===== src/rtl/ctrl_unit_ext_if.sv =====
// Bus between the extended control unit and the Enhanced Processor datapath:
// status/opcode inputs to the controller and the strobes it drives back.
interface ctrl_unit_ext_if #(
    parameter int STATE_W = 4
);
    logic               Enter;
    logic [3:0]         IR;
    logic               Aeq0;
    logic               Apos;

    logic               IRload;
    logic               JMPmux;
    logic               PCload;
    logic               Meminst;
    logic               MemWr;
    logic [1:0]         Asel;
    logic               Aload;
    logic [2:0]         ALUop;
    logic               Sub;
    logic               Outload;
    logic               Halt;
    logic [STATE_W-1:0] DisplayState;

    // Controller side: samples status and opcode, drives the datapath strobes.
    modport master (
        input  Enter, IR, Aeq0, Apos,
        output IRload, JMPmux, PCload, Meminst, MemWr, Asel, Aload,
               ALUop, Sub, Outload, Halt, DisplayState
    );

    // Datapath side: supplies status and opcode, receives the strobes.
    modport slave (
        output Enter, IR, Aeq0, Apos,
        input  IRload, JMPmux, PCload, Meminst, MemWr, Asel, Aload,
               ALUop, Sub, Outload, Halt, DisplayState
    );
endinterface


===== src/rtl/ctrl_unit_ext.sv =====
// Control FSM for the Enhanced Processor: 16-opcode decode, memory wait-states,
// multi-op ALU select, output-register load and edge/level Enter handling.
module ctrl_unit_ext #(
    parameter int MEM_WAIT   = 1,
    parameter int ENTER_EDGE = 1,
    parameter int STATE_W    = 4
) (
    input  logic             CLOCK_50,
    input  logic             reset,
    ctrl_unit_ext_if.master  bus
);

    typedef enum logic [3:0] {
        S_START  = 4'd0,
        S_FETCH  = 4'd1,
        S_DECODE = 4'd2,
        S_LOAD   = 4'd3,
        S_STORE  = 4'd4,
        S_ALU    = 4'd5,
        S_INPUT  = 4'd6,
        S_JUMP   = 4'd7,
        S_OUTPUT = 4'd8,
        S_HALT   = 4'd9
    } state_t;

    localparam logic [3:0] LAST_WAIT = 4'(MEM_WAIT);

    state_t     state, state_next;
    logic [3:0] wcnt;
    logic [3:0] op_q;
    logic       enter_q;
    logic       mem_last;
    logic       enter_done;
    logic       jump_taken;

    logic       ir_load, jmp_mux, pc_load, mem_inst, mem_wr, a_load, out_load, halt;
    logic [1:0] a_sel;
    logic [2:0] alu_op;

    assign mem_last   = (wcnt == LAST_WAIT);
    // enter_q resets high so a button held through reset release never counts as a press.
    assign enter_done = (ENTER_EDGE != 0) ? (bus.Enter & ~enter_q) : bus.Enter;
    assign jump_taken = (bus.IR == 4'h8)
                      | ((bus.IR == 4'h5) &  bus.Aeq0)
                      | ((bus.IR == 4'h6) &  bus.Apos)
                      | ((bus.IR == 4'h9) & ~bus.Aeq0);

    always_ff @(posedge CLOCK_50) begin
        if (reset) begin
            state   <= S_START;
            wcnt    <= 4'd0;
            enter_q <= 1'b1;
            op_q    <= 4'd0;
        end else begin
            state   <= state_next;
            enter_q <= bus.Enter;
            if (state == S_DECODE)
                op_q <= bus.IR;
            if (state_next != state)
                wcnt <= 4'd0;
            else if (wcnt != 4'hF)
                wcnt <= wcnt + 4'd1;
        end
    end

    always_comb begin
        state_next = state;
        ir_load    = 1'b0;
        jmp_mux    = 1'b0;
        pc_load    = 1'b0;
        mem_inst   = 1'b0;
        mem_wr     = 1'b0;
        a_sel      = 2'b00;
        a_load     = 1'b0;
        alu_op     = 3'b000;
        out_load   = 1'b0;
        halt       = 1'b0;

        case (state)
            S_START: state_next = S_FETCH;
            S_FETCH: begin
                if (mem_last) begin
                    ir_load    = 1'b1;
                    pc_load    = 1'b1;
                    state_next = S_DECODE;
                end
            end
            S_DECODE: begin
                mem_inst = 1'b1;
                case (bus.IR)
                    4'h0:                      state_next = S_LOAD;
                    4'h1:                      state_next = S_STORE;
                    4'h2, 4'h3, 4'hA, 4'hB,
                    4'hC, 4'hD:                state_next = S_ALU;
                    4'h4:                      state_next = S_INPUT;
                    4'h7:                      state_next = S_HALT;
                    4'hE:                      state_next = S_OUTPUT;
                    default:                   state_next = jump_taken ? S_JUMP : S_FETCH;
                endcase
            end
            S_LOAD: begin
                mem_inst = 1'b1;
                a_sel    = 2'b10;
                if (mem_last) begin
                    a_load     = 1'b1;
                    state_next = S_FETCH;
                end
            end
            S_STORE: begin
                mem_inst = 1'b1;
                mem_wr   = 1'b1;
                if (mem_last)
                    state_next = S_FETCH;
            end
            S_ALU: begin
                a_load     = 1'b1;
                state_next = S_FETCH;
                case (op_q)
                    4'h3:    alu_op = 3'b001;
                    4'hA:    alu_op = 3'b010;
                    4'hB:    alu_op = 3'b011;
                    4'hC:    alu_op = 3'b100;
                    4'hD:    alu_op = 3'b101;
                    default: alu_op = 3'b000;
                endcase
            end
            S_INPUT: begin
                a_sel = 2'b01;
                if (enter_done) begin
                    a_load     = 1'b1;
                    state_next = S_FETCH;
                end
            end
            S_JUMP: begin
                jmp_mux    = 1'b1;
                pc_load    = 1'b1;
                state_next = S_FETCH;
            end
            S_OUTPUT: begin
                out_load   = 1'b1;
                state_next = S_FETCH;
            end
            S_HALT:  halt       = 1'b1;
            default: state_next = S_START;
        endcase
    end

    assign bus.IRload       = ir_load;
    assign bus.JMPmux       = jmp_mux;
    assign bus.PCload       = pc_load;
    assign bus.Meminst      = mem_inst;
    assign bus.MemWr        = mem_wr;
    assign bus.Asel         = a_sel;
    assign bus.Aload        = a_load;
    assign bus.ALUop        = alu_op;
    assign bus.Sub          = (alu_op == 3'b001);
    assign bus.Outload      = out_load;
    assign bus.Halt         = halt;
    assign bus.DisplayState = STATE_W'(state);

endmodule


===== src/flat_wrapper.sv =====
// flat-port wrapper written by rule: the top's interface ports become plain ports
module ctrl_unit_ext_flat 
#(
    parameter int MEM_WAIT   = 1,
    parameter int ENTER_EDGE = 1,
    parameter int STATE_W    = 4
)
  (CLOCK_50, reset, bus_Enter, bus_IR, bus_Aeq0, bus_Apos, bus_IRload, bus_JMPmux, bus_PCload, bus_Meminst, bus_MemWr, bus_Asel, bus_Aload, bus_ALUop, bus_Sub, bus_Outload, bus_Halt, bus_DisplayState);
  ctrl_unit_ext_if #(.STATE_W(STATE_W)) bus_i ();
  input  logic CLOCK_50;
  input  logic reset;
  input wire logic [$bits(bus_i.Enter)-1:0] bus_Enter;
  input wire logic [$bits(bus_i.IR)-1:0] bus_IR;
  input wire logic [$bits(bus_i.Aeq0)-1:0] bus_Aeq0;
  input wire logic [$bits(bus_i.Apos)-1:0] bus_Apos;
  output wire logic [$bits(bus_i.IRload)-1:0] bus_IRload;
  output wire logic [$bits(bus_i.JMPmux)-1:0] bus_JMPmux;
  output wire logic [$bits(bus_i.PCload)-1:0] bus_PCload;
  output wire logic [$bits(bus_i.Meminst)-1:0] bus_Meminst;
  output wire logic [$bits(bus_i.MemWr)-1:0] bus_MemWr;
  output wire logic [$bits(bus_i.Asel)-1:0] bus_Asel;
  output wire logic [$bits(bus_i.Aload)-1:0] bus_Aload;
  output wire logic [$bits(bus_i.ALUop)-1:0] bus_ALUop;
  output wire logic [$bits(bus_i.Sub)-1:0] bus_Sub;
  output wire logic [$bits(bus_i.Outload)-1:0] bus_Outload;
  output wire logic [$bits(bus_i.Halt)-1:0] bus_Halt;
  output wire logic [$bits(bus_i.DisplayState)-1:0] bus_DisplayState;
  assign bus_i.Enter = bus_Enter;
  assign bus_i.IR = bus_IR;
  assign bus_i.Aeq0 = bus_Aeq0;
  assign bus_i.Apos = bus_Apos;
  assign bus_IRload = bus_i.IRload;
  assign bus_JMPmux = bus_i.JMPmux;
  assign bus_PCload = bus_i.PCload;
  assign bus_Meminst = bus_i.Meminst;
  assign bus_MemWr = bus_i.MemWr;
  assign bus_Asel = bus_i.Asel;
  assign bus_Aload = bus_i.Aload;
  assign bus_ALUop = bus_i.ALUop;
  assign bus_Sub = bus_i.Sub;
  assign bus_Outload = bus_i.Outload;
  assign bus_Halt = bus_i.Halt;
  assign bus_DisplayState = bus_i.DisplayState;
  ctrl_unit_ext #(.MEM_WAIT(MEM_WAIT), .ENTER_EDGE(ENTER_EDGE), .STATE_W(STATE_W)) u_core (.CLOCK_50(CLOCK_50), .reset(reset), .bus(bus_i));
endmodule

===== config.mk =====
export PLATFORM = sky130hd
export DESIGN_NAME = ctrl_unit_ext_flat
export DESIGN_NICKNAME = d
export VERILOG_FILES = /design/src/rtl/ctrl_unit_ext_if.sv /design/src/rtl/ctrl_unit_ext.sv /design/src/flat_wrapper.sv
export SDC_FILE = /design/constraint.sdc
export NUM_CORES = 1
export LEC_CHECK = 0
export ABC_AREA = 1
export CORE_UTILIZATION = 45
export DETAILED_ROUTE_END_ITERATION = 12
export PLACE_DENSITY = 0.74
export SYNTH_ARGS = -nofsm -noshare
export SYNTH_HDL_FRONTEND = slang
export SYNTH_SLANG_ARGS = --single-unit

===== constraint.sdc =====
create_clock -name CLOCK_50 -period 2.6 [get_ports CLOCK_50]
set_input_delay 0.26 -clock CLOCK_50 [delete_from_list [all_inputs] [get_ports CLOCK_50]]
set_output_delay 0.26 -clock CLOCK_50 [all_outputs]
set_load 0.03 [all_outputs]

==> results.toml <==
[die]
io_pins = 27
dieWidth_um = 47.39
start_util = 0.4774
num_rows = 16
fp.dieH_um = 47.39
core_um2 = 1942
dieArea_um2 = 2246

[worst_setup_path]
worstPathMaxFanout = 6
slowest_delay_ns = 0.72
crit_type = "flip-flop to output pin"
crit_slowest_cell = "clkdlybuf4s50_1"
crit_chain = "nand2_2, nor2_1, nand2_1, nor4_1, clkdlybuf4s50_1"
worst_ep_required_time_ns = 2.34
end_kind = "output pin"
critPathLaunchType = "flip-flop"
arrival_ns = 2.16

[sta]
worst_slew_pin_slew_ns = 0.3120
fin_crit_sh = 0.9300
final-max-slew-violation-count = 0
hold_viol = 0
maxSlewHeadroom = 0.7913
fin_skew_ns = 0.008419
max_freq_mhz = 413.6
min_period_ns = 2.418
rsz0062_at_grt = "no"
setup_tns_ns = 0
layout_setup_ws_ns = 0.1819
setup_viol = 0

[route]
wire_per_inst_um = 10.48
drc = 0
vias = 1062
firstDrtPassIters = 4
drt-total-wl_um = 2243
vias_per_cell = 4.963
ant_nets = 0
drtIter0Drc = 27

[synthesis]
synthesis.area_um2 = 927.1
yosysSeqAreaShare = 0.2807
synth_cells = 157
synth_nets = 168
postSynthAreaPerCell_um2 = 5.905
yosysWarningCount = 0
ys_ff_latch = 13
ys_types = 22

[placement]
dp.cells = 210
place_congestion = 0.8807
io_buffer_count = 26
place_hpwl_um = 1875
dp_slack_ns = 0.4737

[final_layout]
fin_util = 0.6424
areaGrowthSynthToFinish_pct = 34.55
nets = 199
fill_cells = 208
diodes = 0
layout-drive-gt1-share = 0.08556
finalNonFillerCells = 214

[cts]
clk_path_buf_depth = 2
clockRootBuffer = "clkbuf_4"
cts_resized = 0
post_cts.repair.setup_buffers = 0
insertion_delay_ns = 0.28
cts_made_buffers = 3
cts_tree = "done"
clkSinkCount = 13
cts_hold_buf = 0
htree_levels = 1
clk_pin_slew_ns = 0.08

[power_and_ir_drop]
fin_total_pwr_mw = 0.6180
ir_drop_v = 0.0003006
p_per_area_nw_per_um2 = 495.4
p_leak_nw = 0.6122

[global_route]
antenna_found_initial = 0
grt_pass1_vias = 907
grt_max_degree = 9
track_usage = 0.2207
grt-ovfl-total = 0
grt_pass1_wl_um = 3553

[job]
max_cap_violations = 0

[worst_hold_path]
hp-class = "flip-flop to flip-flop"

[outcome]
status = "complete, no violations"
[logic make-up after synthesis]
| family | Yosys count | synth area share |
|---|---|---|
| compound gates | 25 | 0.1484 |
| simple gates | 88 | 0.4210 |
| flops | 13 | 0.2807 |
| buf+inv | 28 | 0.1134 |
| xor+xnor | 1 | 0.009448 |
| fa+ha+maj | 2 | 0.02699 |
[sequential cells by signal (all words and copies together), names as in the netlist]
name / count
u_core.enter_q: 1
u_core.bus.DisplayState: 4
u_core.op_q: 4
u_core.wcnt: 4
[critical path: cells and delay by family, from the launching register on]
family	cells	cell delay [ns]
buffers and inverters	1	0.72
and+or+nand+nor	4	0.69
DFF	1	0.48
[layout make-up]
class	instances	area [µm²]	area share
multi-input combinational	116	561.8	0.4503
sequential	13	260.3	0.2086
timing repair buffer	26	260.3	0.2086
inverter	28	105.1	0.08425
tap	27	33.78	0.02708
clock buffer	4	26.28	0.02106
[worst paths after layout]
path,slack [ns],from,cells past startpoint,end
min,0.49,u_core.op_q[1]$_SDFFE_PP0P_,2,u_core.op_q[1]$_SDFFE_PP0P_
max,0.18,u_core.bus.DisplayState[2]$_SDFF_PP0_,5,bus_Sub
min reg2reg,0.49,u_core.op_q[1]$_SDFFE_PP0P_,2,u_core.op_q[1]$_SDFFE_PP0P_
max reg2reg,0.94,u_core.bus.DisplayState[1]$_SDFF_PP0_,10,u_core.wcnt[0]$_SDFFE_PP0P_
[per-stage QoR]
step / hold WS (ns) / area [µm²]
6_report: 0.4862 / 1247
5_1_grt: 0.5315 / 1247
4_1_cts: 0.4907 / 1247
3_5_place_dp: 0.4796 / 1221
3_3_place_gp: 0.4766 / 1221
2_1_floorplan: 0.3291 / 927.1
[Yosys cell counts, drive strengths merged]
cell type | count | share of area
nand2 | 43 | 0.18
inv | 28 | 0.11
nor2 | 21 | 0.096
nand3 | 15 | 0.081
a21oi | 13 | 0.070
dfxtp | 13 | 0.28
o21ai | 8 | 0.043
nor3 | 3 | 0.022
or2 | 3 | 0.020
ha | 2 | 0.027
nand4 | 2 | 0.013
a211oi | 1 | 0.0081
a31o | 1 | 0.0094
nor4 | 1 | 0.0068
o211ai | 1 | 0.0081
o221ai | 1 | 0.0094
xor2 | 1 | 0.0094
[report_power, final]
part | switching (mW) | internal (mW) | total [mW] | leakage [nW]
registers | 0.0209 | 0.220 | 0.241 | 0.106
clock network | 0.0695 | 0.0595 | 0.129 | 0.0150
logic | 0.154 | 0.0943 | 0.248 | 0.491
[routing by layer]
layer / routed length, µm / track usage
met1: 978 / 0.2694
met2: 1183 / 0.3836
met3: 67 / 0.05769
met4: 14 / 0.05143
met5: 0 / 0
[cells in the final DEF, fill, tap and decap left out, types with 2 or more instances in the layout]
master           instances
nor3_1                   2
dfxtp_1                 13
clkdlybuf4s50_1         26
nor2_1                  17
nand4_1                  2
a21oi_1                 13
or2_2                    3
nand2_2                  3
nor2_2                   4
nand2_1                 40
clkbuf_4                 3
nand3_1                 15
ha_1                     2
inv_1                   27
o21ai_0                  7
(Power assumes the default switching activity.)
